===== config.mk =====
export PLATFORM = sky130hd
export DESIGN_NAME = mont_modmul_seq
export DESIGN_NICKNAME = d
export VERILOG_FILES = /design/src/rtl/mont_pkg.sv /design/src/rtl/mont_mul_core.sv /design/src/rtl/mont_modmul_seq.sv
export SDC_FILE = /design/constraint.sdc
export NUM_CORES = 1
export LEC_CHECK = 0
export ABC_AREA = 1
export BUFFER_PORTS_ARGS = -buffer_cell sky130_fd_sc_hd__clkbuf_2
export CORE_AREA = 2 2 107 109
export CTS_CLUSTER_DIAMETER = 120
export DETAILED_ROUTE_END_ITERATION = 16
export DIE_AREA = 0 0 109 111
export PLACE_DENSITY = 0.75
export SYNTH_ARGS = -nofsm -noshare
export SYNTH_HDL_FRONTEND = slang
export SYNTH_SLANG_ARGS = --single-unit

===== constraint.sdc =====
create_clock -name i_Clk -period 3.6 [get_ports i_Clk]
set_input_delay 0.72 -clock i_Clk [delete_from_list [all_inputs] [get_ports i_Clk]]
set_output_delay 0.72 -clock i_Clk [all_outputs]
set_load 0.02 [all_outputs]

===== src/rtl/mont_pkg.sv =====
// Shared definitions for the Montgomery modular multiplier.
// Holds the default operand width, the mode encodings and the FSM state types.
package mont_pkg;

  localparam int unsigned KBitsDefault = 8;

  // Mode 3 is an alias of mode 0 (plain product).
  typedef enum logic [1:0] {
    ModePlain    = 2'd0,
    ModeToMont   = 2'd1,
    ModeFromMont = 2'd2,
    ModeAlias    = 2'd3
  } mode_e;

  typedef enum logic [2:0] {
    StIdle,
    StIssue1,
    StWait1,
    StIssue2,
    StWait2,
    StDone
  } seq_state_e;

  typedef enum logic [1:0] {
    CoreIdle,
    CoreIter,
    CoreReduce
  } core_state_e;

endpackage


===== src/rtl/mont_mul_core.sv =====
// Bit-serial Montgomery product P = X*Y*R^-1 mod m, R = 2^K_BITS.
// Ports:
//   i_Clk, i_Rst  - clock, asynchronous active-high reset
//   i_Start       - sampled when idle; latches X, Y, m and clears the accumulator
//   i_X, i_Y, i_m - operands and odd modulus
//   o_P           - result, valid while o_Done is high and held until the next start
//   o_Done        - one-cycle pulse after the final conditional subtract
// Timing: start sampled on edge e, iterations on e+1..e+K, reduction on e+K+1.
module mont_mul_core
  import mont_pkg::*;
#(
  parameter int unsigned K_BITS = KBitsDefault
) (
  input  logic              i_Clk,
  input  logic              i_Rst,
  input  logic              i_Start,
  input  logic [K_BITS-1:0] i_X,
  input  logic [K_BITS-1:0] i_Y,
  input  logic [K_BITS-1:0] i_m,
  output logic [K_BITS-1:0] o_P,
  output logic              o_Done
);

  localparam int unsigned AccW = K_BITS + 2;
  localparam int unsigned CntW = $clog2(K_BITS + 1);

  core_state_e      st_q, st_d;
  logic [K_BITS-1:0] x_q, x_d, y_q, y_d, m_q, m_d;
  logic [AccW-1:0]   acc_q, acc_d;
  logic [CntW-1:0]   cnt_q, cnt_d;
  logic              done_q, done_d;
  logic [AccW-1:0]   sum;

  always_comb begin
    st_d   = st_q;
    x_d    = x_q;
    y_d    = y_q;
    m_d    = m_q;
    acc_d  = acc_q;
    cnt_d  = cnt_q;
    done_d = 1'b0;

    // One LSB-first step: add x_i*Y, make even with +m, then halve.
    // Accumulator stays below 2m, so the pre-shift sum fits in K+2 bits.
    sum = acc_q + (x_q[0] ? {2'b00, y_q} : '0);
    if (sum[0]) begin
      sum = sum + {2'b00, m_q};
    end

    unique case (st_q)
      CoreIdle: begin
        if (i_Start) begin
          x_d   = i_X;
          y_d   = i_Y;
          m_d   = i_m;
          acc_d = '0;
          cnt_d = '0;
          st_d  = CoreIter;
        end
      end
      CoreIter: begin
        acc_d = sum >> 1;
        x_d   = x_q >> 1;
        cnt_d = cnt_q + CntW'(1);
        if (cnt_q == CntW'(K_BITS - 1)) begin
          st_d = CoreReduce;
        end
      end
      CoreReduce: begin
        if (acc_q >= {2'b00, m_q}) begin
          acc_d = acc_q - {2'b00, m_q};
        end
        done_d = 1'b1;
        st_d   = CoreIdle;
      end
      default: st_d = CoreIdle;
    endcase
  end

  always_ff @(posedge i_Clk or posedge i_Rst) begin
    if (i_Rst) begin
      st_q   <= CoreIdle;
      x_q    <= '0;
      y_q    <= '0;
      m_q    <= '0;
      acc_q  <= '0;
      cnt_q  <= '0;
      done_q <= 1'b0;
    end else begin
      st_q   <= st_d;
      x_q    <= x_d;
      y_q    <= y_d;
      m_q    <= m_d;
      acc_q  <= acc_d;
      cnt_q  <= cnt_d;
      done_q <= done_d;
    end
  end

  assign o_P    = acc_q[K_BITS-1:0];
  assign o_Done = done_q;

endmodule


===== src/rtl/mont_modmul_seq.sv =====
// Sequencer around mont_mul_core for plain, to- and from-Montgomery products.
// Ports:
//   i_Clk, i_Rst        - clock, asynchronous active-high reset
//   i_Start             - request strobe, only sampled in idle
//   i_Mode              - 0/3: A*B mod m, 1: A*R mod m, 2: A*R^-1 mod m
//   i_A, i_B, i_m, i_R2 - operands, odd modulus, R^2 mod m
//   o_P                 - registered result, held until the next completion
//   o_Done              - one-cycle completion pulse
//   o_Busy              - high whenever not idle
module mont_modmul_seq
  import mont_pkg::*;
#(
  parameter int unsigned K_BITS = KBitsDefault
) (
  input  logic              i_Clk,
  input  logic              i_Rst,
  input  logic              i_Start,
  input  logic [1:0]        i_Mode,
  input  logic [K_BITS-1:0] i_A,
  input  logic [K_BITS-1:0] i_B,
  input  logic [K_BITS-1:0] i_m,
  input  logic [K_BITS-1:0] i_R2,
  output logic [K_BITS-1:0] o_P,
  output logic              o_Done,
  output logic              o_Busy
);

  seq_state_e        st_q, st_d;
  mode_e             mode_q;
  logic [K_BITS-1:0] a_q, b_q, m_q, r2_q, r1_q, p_q;
  logic              two_pass;
  logic              core_start, core_done;
  logic [K_BITS-1:0] core_x, core_y, core_p;

  assign two_pass = (mode_q == ModePlain) || (mode_q == ModeAlias);

  always_comb begin
    st_d = st_q;
    unique case (st_q)
      StIdle:   if (i_Start) st_d = StIssue1;
      StIssue1: st_d = StWait1;
      StWait1:  if (core_done) st_d = two_pass ? StIssue2 : StDone;
      StIssue2: st_d = StWait2;
      StWait2:  if (core_done) st_d = StDone;
      StDone:   st_d = StIdle;
      default:  st_d = StIdle;
    endcase
  end

  // First pass converts A (times R2) or strips R (times 1); second pass multiplies by B.
  always_comb begin
    core_start = (st_q == StIssue1) || (st_q == StIssue2);
    if (st_q == StIssue2) begin
      core_x = r1_q;
      core_y = b_q;
    end else begin
      core_x = a_q;
      core_y = (mode_q == ModeFromMont) ? K_BITS'(1) : r2_q;
    end
  end

  always_ff @(posedge i_Clk or posedge i_Rst) begin
    if (i_Rst) begin
      st_q   <= StIdle;
      mode_q <= ModePlain;
      a_q    <= '0;
      b_q    <= '0;
      m_q    <= '0;
      r2_q   <= '0;
      r1_q   <= '0;
      p_q    <= '0;
    end else begin
      st_q <= st_d;
      if (st_q == StIdle && i_Start) begin
        mode_q <= mode_e'(i_Mode);
        a_q    <= i_A;
        b_q    <= i_B;
        m_q    <= i_m;
        r2_q   <= i_R2;
      end
      if (st_q == StWait1 && core_done) begin
        r1_q <= core_p;
      end
      if (st_d == StDone && st_q != StDone) begin
        p_q <= core_p;
      end
    end
  end

  mont_mul_core #(
    .K_BITS(K_BITS)
  ) u_core (
    .i_Clk  (i_Clk),
    .i_Rst  (i_Rst),
    .i_Start(core_start),
    .i_X    (core_x),
    .i_Y    (core_y),
    .i_m    (m_q),
    .o_P    (core_p),
    .o_Done (core_done)
  );

  assign o_P    = p_q;
  assign o_Done = (st_q == StDone);
  assign o_Busy = (st_q != StIdle);

endmodule


Word-level counts from Yosys, hierarchy flattened
Cells that the tools add are included.
- output and inout port bits: 10
- flip-flop bits (word level): 94
- bits in latches: 0
- memory bits (read-only): 0
- memories: 0
- bits of input ports: 37
- logic and storage cells: 71
- memory bits (writable): 0
- bitwise logic cells: 0
- equal/unequal tests: 15
- $add $sub $neg: 4
- div/mod/pow operators: 0
- shift operators: 0
- $mul: 0
- magnitude comparators: 1
- muxes and demuxes: 21
- reductions and logical operators: 15
- operators by type and width (kind ; count):
    $mux W8 ; 5
    $mux W10 ; 3
    $pmux W10 S3 ; 1
    $pmux W8 S2 ; 1
    $pmux W3 S5 ; 1
    $mux W3 ; 4
    $add A10 B10 Y10 ; 1
    $add A10 B8 Y10 ; 1
    $ge A10 B8 Y1 ; 1
    $sub A10 B8 Y10 ; 1
    $eq A3 B3 Y1 const B ; 3
    $pmux W4 S2 ; 1
    $eq A2 B2 Y1 const B ; 3
    $eq A3 B2 Y1 const B ; 2
    $reduce_and A2 Y1 ; 3
    $reduce_bool A3 Y1 ; 2
    $add A4 B1 Y4 const B ; 1
    $eq A4 B3 Y1 const B ; 1
    $logic_not A2 Y1 ; 2
    $mux W2 ; 2
    $mux W4 ; 1
    $ne A2 B1 Y1 const B ; 2
    $pmux W2 S2 ; 1
    $eq A3 B1 Y1 const B ; 1
    9 further kinds ; 12

Depth between registers and ports, before layout
Gate-level depths: netlist of run 1.
- depth after elaboration: 7
- depth in mapped cells: 24
- depth with buffers taken out: 23

By module
A second synthesis of run 1 with hierarchy kept.
- cell total of the unflattened synthesis: 686
- area total of the unflattened synthesis: 5566.6 µm²
- by module, submodules not included (module ; area an instance (µm²) ; times used ; seq. area each (µm²) ; cells each):
    mont_mul_core ; 3228.1 ; 1 ; 1026.0 ; 458
    mont_modmul_seq ; 2338.5 ; 1 ; 1326.3 ; 228

Worst setup path before layout of run 1
No wires, ideal clock.
- path kind: reg-to-reg
- from: reg u_core.x_q[0]
- to: reg u_core.acc_q[8]
- library setup time: 116 ps
- data required time: 3484 ps
- arrival time: 2749 ps
- path buffers: 1
- period minus slack after synthesis: 2865 ps
- slack: 735 ps
- stages on the path, launching flop included: 25
- cell sequence: dfrtp_1 -> clkbuf_1 -> nand2_1 -> inv_1 -> ha_1 -> fa_1 -> nand3_1 -> nand3_1 -> nand3_1 -> nand3_1 -> nand2_1 -> nand2_1 -> ha_1 -> nand2_1 -> inv_1 -> a21oi_1 -> nand2_1 -> nand2_1 -> nand2_1 -> nand3_1 -> nand2_1 -> nand3_1 -> nand2_1 -> nand2_1 -> nand2_1
- cells in the longest elaborated chain, start to end: 5
- RTL lines (what ; RTL line ; source):
    from (decl) ; mont_mul_core.sv:28 ; logic [K_BITS-1:0] x_q, x_d, y_q, y_d, m_q, m_d;
    from (signal assigned) ; mont_mul_core.sv:83 ; x_q <= '0;
    from (signal assigned) ; mont_mul_core.sv:91 ; x_q <= x_d;
    $mux W8 (*) ; mont_mul_core.sv:45 ; sum = acc_q + (x_q[0] ? {2'b00, y_q} : '0);
    $add A10 B10 Y10 (*) ; mont_mul_core.sv:45 ;
    $add A10 B8 Y10 ; mont_mul_core.sv:47 ; sum = sum + {2'b00, m_q};
    $mux W10 (*) ; mont_mul_core.sv:46 ; if (sum[0]) begin
    $pmux W10 S3 (*) ; mont_mul_core.sv:50 ; unique case (st_q)
    to (signal assigned) ; mont_mul_core.sv:86 ; acc_q <= '0;
    to (signal assigned) ; mont_mul_core.sv:94 ; acc_q <= acc_d;
    to (decl) ; mont_mul_core.sv:29 ; logic [AccW-1:0] acc_q, acc_d;
Every way passes the cells marked *; elsewhere a longest branch is shown, timed or not.
A chain may end at the register's enable or synchronous reset.

Final worst setup path of run 1
Same ends and word-level chain as after synthesis.

==> results.sh, run 1 <==
export IMPL_die_w_um=109
export IMPL_nets=765
export IMPL_post_dp_hpwl_mm=9.54
export IMPL_crit_required_ns=3.84
export IMPL_cts_clk_slew_worst_paths_ns=0.07
export IMPL_yosysMostFrequentCell="nand2_1"
export IMPL_setup_viol=0
export IMPL_area_growth_pct=11.8
export IMPL_synth_warning_count=0
export IMPL_path_max_fanout=9
export IMPL_portBuffers=46
export IMPL_ys_types=38
export IMPL_cp_end_kind="flip-flop"
export IMPL_hold_buffers=0
export IMPL_dieArea_sq_um=12100
export IMPL_period_share_pct=86.1
export IMPL_crit_type="flip-flop to flip-flop"
export IMPL_worst_pin_slew_ns=0.567
export IMPL_fin_tns_setup_ns=0
export IMPL_leakage_nw=3.16
export IMPL_synthTopCellsByCount="nand2_1 (175), dfrtp_1 (94), inv_1 (80)"
export IMPL_tritoncts_num_buffers=9
export IMPL_relSlewSlack_pct=62.1
export IMPL_final_max_slew_violation_count=0
export IMPL_core_area_sq_um=11100
export IMPL_clock_latency_ns=0.35
export IMPL_outcome="complete, no violations"
export IMPL_gp_congestion=0.914
export IMPL_synth_top_area_cell="dfrtp_1"
export IMPL_io_pins=47
export IMPL_drtIter0Drc=305
export IMPL_cts_resized=0
export IMPL_synth_nets=720
export IMPL_synth_area_per_cell_sq_um=8.27
export IMPL_synth_edf_count=0
export IMPL_hold_viol=0
export IMPL_yosys_most_used_dff="dfrtp_1"
export IMPL_yosysSeqAreaShare_pct=43.7
export IMPL_netlist_top_cells_area="dfrtp_1 (44%), nand2_1 (12%), ha_1 (6.7%)"
export IMPL_clockBufferDepth=2
export IMPL_cts_sinks=94
export IMPL_overflow=0
export IMPL_vias=4439
export IMPL_drv_cap=0
export IMPL_first_pass_iters=5
export IMPL_antenna_found_initial=0
export IMPL_grt_max_degree=35
export IMPL_diodes=0
export IMPL_track_usage_pct=22.7
export IMPL_finClkSkew_ns=0.00837
export IMPL_fmax_mhz=322
export IMPL_wl_per_cell_um=14.7
export IMPL_cts_tree="yes"
export IMPL_synth_top_area_share_pct=43.7
export IMPL_holdWs_ns=0.390
export IMPL_ir_worst_vdd_mv=0.557
export IMPL_hold_class="input pin to asynchronous set/reset pin"
export IMPL_drc_errors=0
export IMPL_post_cts_buffers=0
export IMPL_row_count=39
export IMPL_rsz0062_at_grt="no"
export IMPL_arrival_ns=3.34
export IMPL_die_y_um=111
export IMPL_initial_core_util_pct=48.6
export IMPL_vias_per_cell=5.26
export IMPL_ys_ff_latch=94
export IMPL_async_flop_share_pct=100
export IMPL_drt_wl_total_mm=12.4
export IMPL_root_buffer="clkbuf_16"
export IMPL_postSynthCellCount=651
export IMPL_grt_pass1_wl_mm=21.4
export IMPL_final_antenna_net_count=0
export IMPL_drive_gt1_share_pct=16.4
export IMPL_setup_worst_path_start_class="flip-flop"
export IMPL_synth_area_sq_um=5380
export IMPL_p_per_area_nw_per_um2=943
export IMPL_htree_levels=3
export IMPL_fin_crit_ns=3.10
export IMPL_grt_pass1_vias=4501
[flip-flops by register name (all words and copies together) (netlist names)]
name	count
u_core.m_q	8
u_core.acc_q	10
mode_q	2
u_core.cnt_q	4
r2_q	8
u_core.st_q	2
st_q	3
m_q	8
a_q	8
u_core.o_Done	1
r1_q	8
u_core.y_q	8
u_core.x_q	8
b_q	8
o_P	8
[cell usage in the layout, fill, tap and decap left out, drive strengths merged, types with 2 or more instances in the layout]
cell and count:
buf 6, o21ai 64, o21a 2, fa 3
nand4 6, xnor2 2, a21oi 43, nand3 41
o22ai 4, clkinv 3, clkbuf 56, mux2 23
inv 83, o211ai 12, nor3 2, dfrtp 94
ha 29, nor2 33, clkinvlp 2, nand2 179
xor2 5
[metrics by stage]
| stage | total power [mW] | instance area (sq um) | std cells | util [%] | worst slack (ns) |
|---|---|---|---|---|---|
| after global placement | 4.66 | 5740 | 828 | 51.8 | 0.610 |
| after CTS | 5.68 | 6020 | 844 | 54.3 | 0.505 |
| after global routing | 6.20 | 6020 | 844 | 54.3 | 0.0821 |
| after floorplan | 4.02 | 5380 | 651 | - | 0.431 |
| after detailed placement | 4.76 | 5740 | 828 | 51.8 | 0.522 |
| final | 5.67 | 6020 | 844 | 54.3 | 0.499 |
[cell families (layout without fill, tap and decap cells)]
kind of cell	after synthesis	after routing	share of synthesized area, %
adders and majority gates	32	32	7.86
xor gates and xnor gates	7	7	1.14
DFF	94	94	43.7
muxes	23	23	4.81
buffers and inverters	100	150	7.51
and+or+nand+nor	263	263	20.6
AOI/OAI and AO/OA	132	132	14.3
[final timing paths]
check | slack [ns] | cells past startpoint | start | end
max | 0.50 | 23 | u_core.x_q[0] | u_core.acc_q[8]
min | 0.39 | 2 | i_Rst | r1_q[7]
max reg2reg | 0.50 | 23 | u_core.x_q[0] | u_core.acc_q[8]
min reg2reg | 0.48 | 2 | m_q[3] | u_core.m_q[3]
max in group asynchronous | 2.40 | 3 | i_Rst | u_core.m_q[1]
min in group i_Clk | 0.48 | 2 | m_q[3] | u_core.m_q[3]
[layout make-up]
cell class,count,area [sq um]
multi-input combinational,457,2630
tap,143,179
inverter,82,309
timing repair buffer,52,275
fill,986,5060
clock buffer,10,229
sequential,94,2350
clock inverter,6,46.3
[worst max-delay path, stage by stage, from the launching register on]
cell and delay [ns]:
dfrtp_1 0.46, nand2_1 0.09, inv_1 0.04, ha_1 0.21
fa_1 0.42, nand3_1 0.09, nand3_1 0.14, nand3_1 0.13
nand3_1 0.07, nand2_1 0.08, nand2_1 0.06, ha_1 0.33
nand2_1 0.10, inv_1 0.04, a21oi_1 0.17, nand2_1 0.07
nand2_1 0.07, nand2_1 0.07, nand3_1 0.07, nand2_1 0.05
nand3_1 0.07, nand2_1 0.06, nand2_1 0.05, nand2_1 0.05
[report_power, final]
group          internal, mW  total [mW]  switching (mW)
clock                 0.473       0.898           0.424
sequential             1.52        1.83           0.306
combinational          1.07        2.95            1.88
[layer usage]
metal  global-route usage (%)  part of all wire (%)
met2                     36.7                    48
met3                     3.29                   3.1
met5                        0                     0
met4                     9.49                   2.6
met1                     30.2                    46
(Power assumes the default switching activity.)
==> run 2: changes to the inputs <==
- GPL_TIMING_DRIVEN: default -> 0
==> run 2 against run 1 <==
Against the previous run:
- global-route usage rose by 0.61 points
- non-clock buffer count rose by 12
- wire length rose by 3.7%
- critical path type unchanged
- critical endpoint unchanged
- largest cell class unchanged
==> results.sh, run 2 (synthesis gave the netlist of run 1 again) <==
export IMPL_outcome="complete, no violations"
export IMPL_cts_tree="yes"
export IMPL_largest_reg_flops=10
export IMPL_overflow=0
export IMPL_antenna_found_initial=0
export IMPL_drc_errors=0
export IMPL_cts_resized=0
export IMPL_vias_per_cell=5.36
export IMPL_hold_class="input pin to asynchronous set/reset pin"
export IMPL_nets=777
export IMPL_final_max_slew_violation_count=0
export IMPL_portBuffers=46
export IMPL_post_dp_hpwl_mm=9.90
export IMPL_die_y_um=111
export IMPL_cts_sinks=94
export IMPL_fin_cells=856
export IMPL_regMostFlops="u_core.acc_q"
export IMPL_path_max_fanout=9
export IMPL_post_cts_buffers=0
export IMPL_diodes=0
export IMPL_tritoncts_num_buffers=9
export IMPL_grt_max_degree=57
export IMPL_hold_viol=0
export IMPL_clockBufferDepth=2
export IMPL_row_count=39
export IMPL_grt_pass1_wl_mm=21.9
export IMPL_fmax_mhz=309
export IMPL_crit_type="flip-flop to flip-flop"
export IMPL_setup_viol=0
export IMPL_drive_gt1_share_pct=16.4
export IMPL_ir_worst_vdd_mv=0.520
export IMPL_p_per_area_nw_per_um2=954
export IMPL_first_pass_iters=5
export IMPL_track_usage_pct=23.3
export IMPL_finClkSkew_ns=0.00900
export IMPL_most_common_layout_cells="nand2_1 (175), dfrtp_1 (94), inv_1 (79)"
export IMPL_crit_required_ns=3.84
export IMPL_htree_levels=3
export IMPL_die_w_um=109
export IMPL_drv_cap=0
export IMPL_cp_end_kind="flip-flop"
export IMPL_wl_per_cell_um=15.0
export IMPL_rsz0062_at_grt="no"
export IMPL_fin_crit_ns=3.24
export IMPL_relSlewSlack_pct=57.2
export IMPL_arrival_ns=3.48
export IMPL_io_pins=47
export IMPL_root_buffer="clkbuf_16"
export IMPL_initial_core_util_pct=48.6
export IMPL_final_antenna_net_count=0
export IMPL_gp_congestion=0.963
export IMPL_dieArea_sq_um=12100
export IMPL_clock_latency_ns=0.34
export IMPL_worst_pin_slew_ns=0.643
export IMPL_layout_commonest_cell="nand2_1"
export IMPL_leakage_nw=3.21
export IMPL_dp_cells=841
export IMPL_hold_buffers=0
export IMPL_setup_worst_path_start_class="flip-flop"
export IMPL_drtIter0Drc=311
export IMPL_cts_clk_slew_worst_paths_ns=0.07
export IMPL_vias=4588
export IMPL_period_share_pct=90.0
export IMPL_area_growth_pct=14.0
export IMPL_grt_pass1_vias=4547
export IMPL_drt_wl_total_mm=12.9
export IMPL_core_area_sq_um=11100
export IMPL_fin_tns_setup_ns=0
[run 2: cell types whose count changed in the layout (fill, tap and decap cells not counted), sizes merged]
cell / before / now
buf: 6 / 10
bufinv: 0 / 2
inv: 83 / 82
clkinv: 3 / 1
clkbuf: 56 / 65
[run 2: cell type report]
class / instances / area (sq um)
Fill cell: 1016 / 4940
Multi-Input combinational cell: 457 / 2630
Sequential cell: 94 / 2350
Inverter: 82 / 310
Timing Repair Buffer: 47 / 258
Clock buffer: 11 / 233
Tap cell: 143 / 179
Buffer: 17 / 92.6
Clock inverter: 5 / 83.8
[run 2: final timing paths]
check                         startpoint              end  slack [ns]  cells past startpoint
setup reg to reg           u_core.x_q[0]  u_core.acc_q[8]        0.36                     23
max in group asynchronous          i_Rst    u_core.m_q[2]        2.56                      3
setup / recovery           u_core.x_q[0]  u_core.acc_q[8]        0.36                     23
min in group i_Clk                o_P[5]           o_P[5]        0.48                      2
hold / removal                     i_Rst           a_q[1]        0.40                      2
hold reg to reg                   o_P[5]           o_P[5]        0.48                      2
[run 2: per-stage QoR]
stage               utilization (%)  worst slack (ns)  power, mW  area, sq um  hold WS, ns
floorplan                         -             0.431       4.02         5380        0.448
global placement               52.3            -0.512       4.69         5790        0.462
detailed placement             52.5             0.300       4.81         5820        0.469
CTS                            55.4             0.284       5.85         6140        0.413
global route                   55.4           0.00285       6.36         6130        0.441
finish                         55.4             0.359       5.85         6130        0.400
[run 2: report_power, final]
group          internal (mW)  switching, mW
Combinational           1.09           1.92
Sequential              1.52          0.306
Clock                  0.610          0.403
[run 2: critical path, stage by stage (launching register included)]
cell and delay [ns]:
dfrtp_1 0.47, nand2_1 0.10, inv_1 0.04, ha_1 0.21, fa_1 0.42, nand3_1 0.10
nand3_1 0.16, nand3_1 0.14, nand3_1 0.08, nand2_1 0.08, nand2_1 0.07, ha_1 0.34
nand2_1 0.10, inv_1 0.04, a21oi_1 0.18, nand2_1 0.08, nand2_1 0.08, nand2_1 0.09
nand3_1 0.08, nand2_1 0.05, nand3_1 0.08, nand2_1 0.06, nand2_1 0.05, nand2_1 0.04
[run 2: layer usage]
metal	GRT usage (%)	wire length, um	up-vias
met4	11.1	498	0
met5	0	0	-
met1	31.3	5790	2202
met3	3.64	444	31
li1	-	-	2253
met2	36.4	6130	102
==> run 3: changes to the inputs <==
- CORE_AREA: 2 2 107 109 -> 2 2 127 129
- DIE_AREA: 0 0 109 111 -> 0 0 129 131
- PLACE_DENSITY: 0.75 -> 0.58
- SLEW_MARGIN: default -> 10
==> run 3 against run 2 <==
Against the previous run:
- first-iteration DRC count shrank 18%
- largest power group unchanged
- clock power shrank 4%
- utilization shrank 16 points
- non-clock buffer count is the same
- critical path depth is the same
- sequential power is essentially flat
- via count shrank 4.9%
==> results.sh, run 3 (synthesis gave the netlist of run 1 again) <==
export IMPL_post_cts_buffers=0
export IMPL_fin_area_sq_um=6210
export IMPL_finClkSkew_ns=0.00980
export IMPL_outcome="complete, no violations"
export IMPL_htree_levels=3
export IMPL_cp_top_family="simple AND/OR/NAND/NOR gates"
export IMPL_final_max_slew_violation_count=0
export IMPL_overflow=0
export IMPL_multiInputGateArea_sq_um=2630
export IMPL_largest_reg_flops=10
export IMPL_nFillCells=1630
export IMPL_antenna_found_initial=0
export IMPL_regArea_sq_um=2350
export IMPL_rsz0062_at_grt="no"
export IMPL_fin_tns_setup_ns=0
export IMPL_cp_common_cell="nand2_1"
export IMPL_placed_cell_area_sq_um=5910
export IMPL_gp_congestion=0.909
export IMPL_die_y_um=131
export IMPL_core_area_sq_um=15600
export IMPL_crit_path_max_incr_delay_ns=0.47
export IMPL_grt_pass1_wl_mm=21.0
export IMPL_hold_class="input pin to asynchronous set/reset pin"
export IMPL_worst_pin_slew_ns=0.643
export IMPL_row_count=46
export IMPL_initial_core_util_pct=34.5
export IMPL_regMostFlops="u_core.acc_q"
export IMPL_cp_num_cells=23
export IMPL_post_dp_hpwl_mm=9.79
export IMPL_tritoncts_num_buffers=9
export IMPL_area_growth_pct=15.3
export IMPL_drive_gt1_share_pct=16.5
export IMPL_cts_sinks=94
export IMPL_cp_end_kind="flip-flop"
export IMPL_path_max_fanout=9
export IMPL_leakage_nw=3.21
export IMPL_fmax_mhz=310
export IMPL_final_antenna_net_count=0
export IMPL_setup_worst_path_start_class="flip-flop"
export IMPL_crit_buf_inv=2
export IMPL_io_pins=47
export IMPL_nets=777
export IMPL_clock_latency_ns=0.35
export IMPL_hold_viol=0
export IMPL_path_cells="nand2_1 -> inv_1 -> ha_1 -> fa_1 -> nand3_1 -> nand3_1 -> nand3_1 -> nand3_1 -> nand2_1 -> nand2_1 -> ha_1 -> nand2_1 -> inv_1 -> a21oi_1 -> nand2_1 -> nand2_1 -> nand2_1 -> nand3_1 -> nand2_1 -> nand3_1 -> nand2_1 -> nand2_1 -> nand2_1"
export IMPL_cts_clk_slew_worst_paths_ns=0.07
export IMPL_p_per_area_nw_per_um2=922
export IMPL_drtIter0Drc=254
export IMPL_setup_viol=0
export IMPL_vias=4363
export IMPL_worstRegToRegCells=23
export IMPL_root_buffer="clkbuf_16"
export IMPL_portBuffers=46
export IMPL_drc_errors=0
export IMPL_critPathSlowestCell="dfrtp_1"
export IMPL_drv_cap=0
export IMPL_grt_max_degree=60
export IMPL_crit_type="flip-flop to flip-flop"
export IMPL_crit_required_ns=3.84
export IMPL_wl_per_cell_um=13.6
export IMPL_track_usage_pct=16.0
export IMPL_holdWs_ns=0.383
export IMPL_layout_commonest_cell="nand2_1"
export IMPL_ir_worst_vdd_mv=0.436
export IMPL_vias_per_cell=4.70
export IMPL_cts_tree="yes"
export IMPL_diodes=0
export IMPL_drt_wl_total_mm=12.6
export IMPL_fin_crit_ns=3.22
export IMPL_grt_pass1_vias=4159
export IMPL_most_common_layout_cells="nand2_1 (175), dfrtp_1 (94), inv_1 (79)"
export IMPL_arrival_ns=3.46
export IMPL_dieArea_sq_um=16900
export IMPL_first_pass_iters=5
export IMPL_clockBufferDepth=2
export IMPL_relSlewSlack_pct=57.1
export IMPL_period_share_pct=89.5
export IMPL_die_w_um=129
==> run 3: cell count changes in the layout (fill, tap and decap cells not counted), sizes merged <==
cell      change
clkinvlp      -1
inv           +1
bufinv        -1
clkinv        +1
==> run 3: path summary, 6_finish.rpt <==
path / start / endpoint / slack, ns
hold reg to reg: u_core.y_q[3] / u_core.y_q[3] / 0.48
min in group i_Clk: u_core.y_q[3] / u_core.y_q[3] / 0.48
max in group asynchronous: i_Rst / m_q[1] / 2.55
hold / removal: i_Rst / u_core.x_q[5] / 0.38
setup / recovery: u_core.x_q[0] / u_core.acc_q[8] / 0.38
setup reg to reg: u_core.x_q[0] / u_core.acc_q[8] / 0.38
==> run 3: final cells by class <==
type | count | area share, %
Sequential cell | 94 | 37.9
Timing Repair Buffer | 47 | 4.15
Inverter | 82 | 5.00
Clock inverter | 5 | 0.907
Multi-Input combinational cell | 457 | 42.3
Tap cell | 216 | 4.35
Clock buffer | 11 | 3.91
Buffer | 17 | 1.49
==> run 3: layer usage <==
metal / GRT usage [%] / share of wire (%) / vias up
li1: - / - / 2261
met1: 22.4 / 49 / 2027
met2: 26.0 / 47 / 63
met3: 2.32 / 2.7 / 12
met4: 4.60 / 1.2 / 0
met5: 0 / 0 / -
==> run 3: metrics by stage <==
step / utilization (%) / power [mW] / setup slack, ns / instances
6_report: 39.8 / 5.72 / 0.379 / 929
5_1_grt: 39.8 / 6.30 / 0.0152 / 929
4_1_cts: 39.8 / 5.78 / 0.282 / 930
3_5_place_dp: 37.9 / 4.79 / 0.308 / 914
3_3_place_gp: 37.7 / 4.76 / -0.758 / 913
2_1_floorplan: - / 4.02 / 0.431 / 651
==> run 3: power breakdown <==
group	leakage [nW]	switching, mW	internal [mW]
clock	0.146	0.411	0.558
sequential	1.17	0.291	1.52
combinational	1.89	1.86	1.09
==> run 3: repair_timing <==
item	CTS	global route
hold buffers	0	0
setup endpoints to repair	0	2
resized for setup	0	0
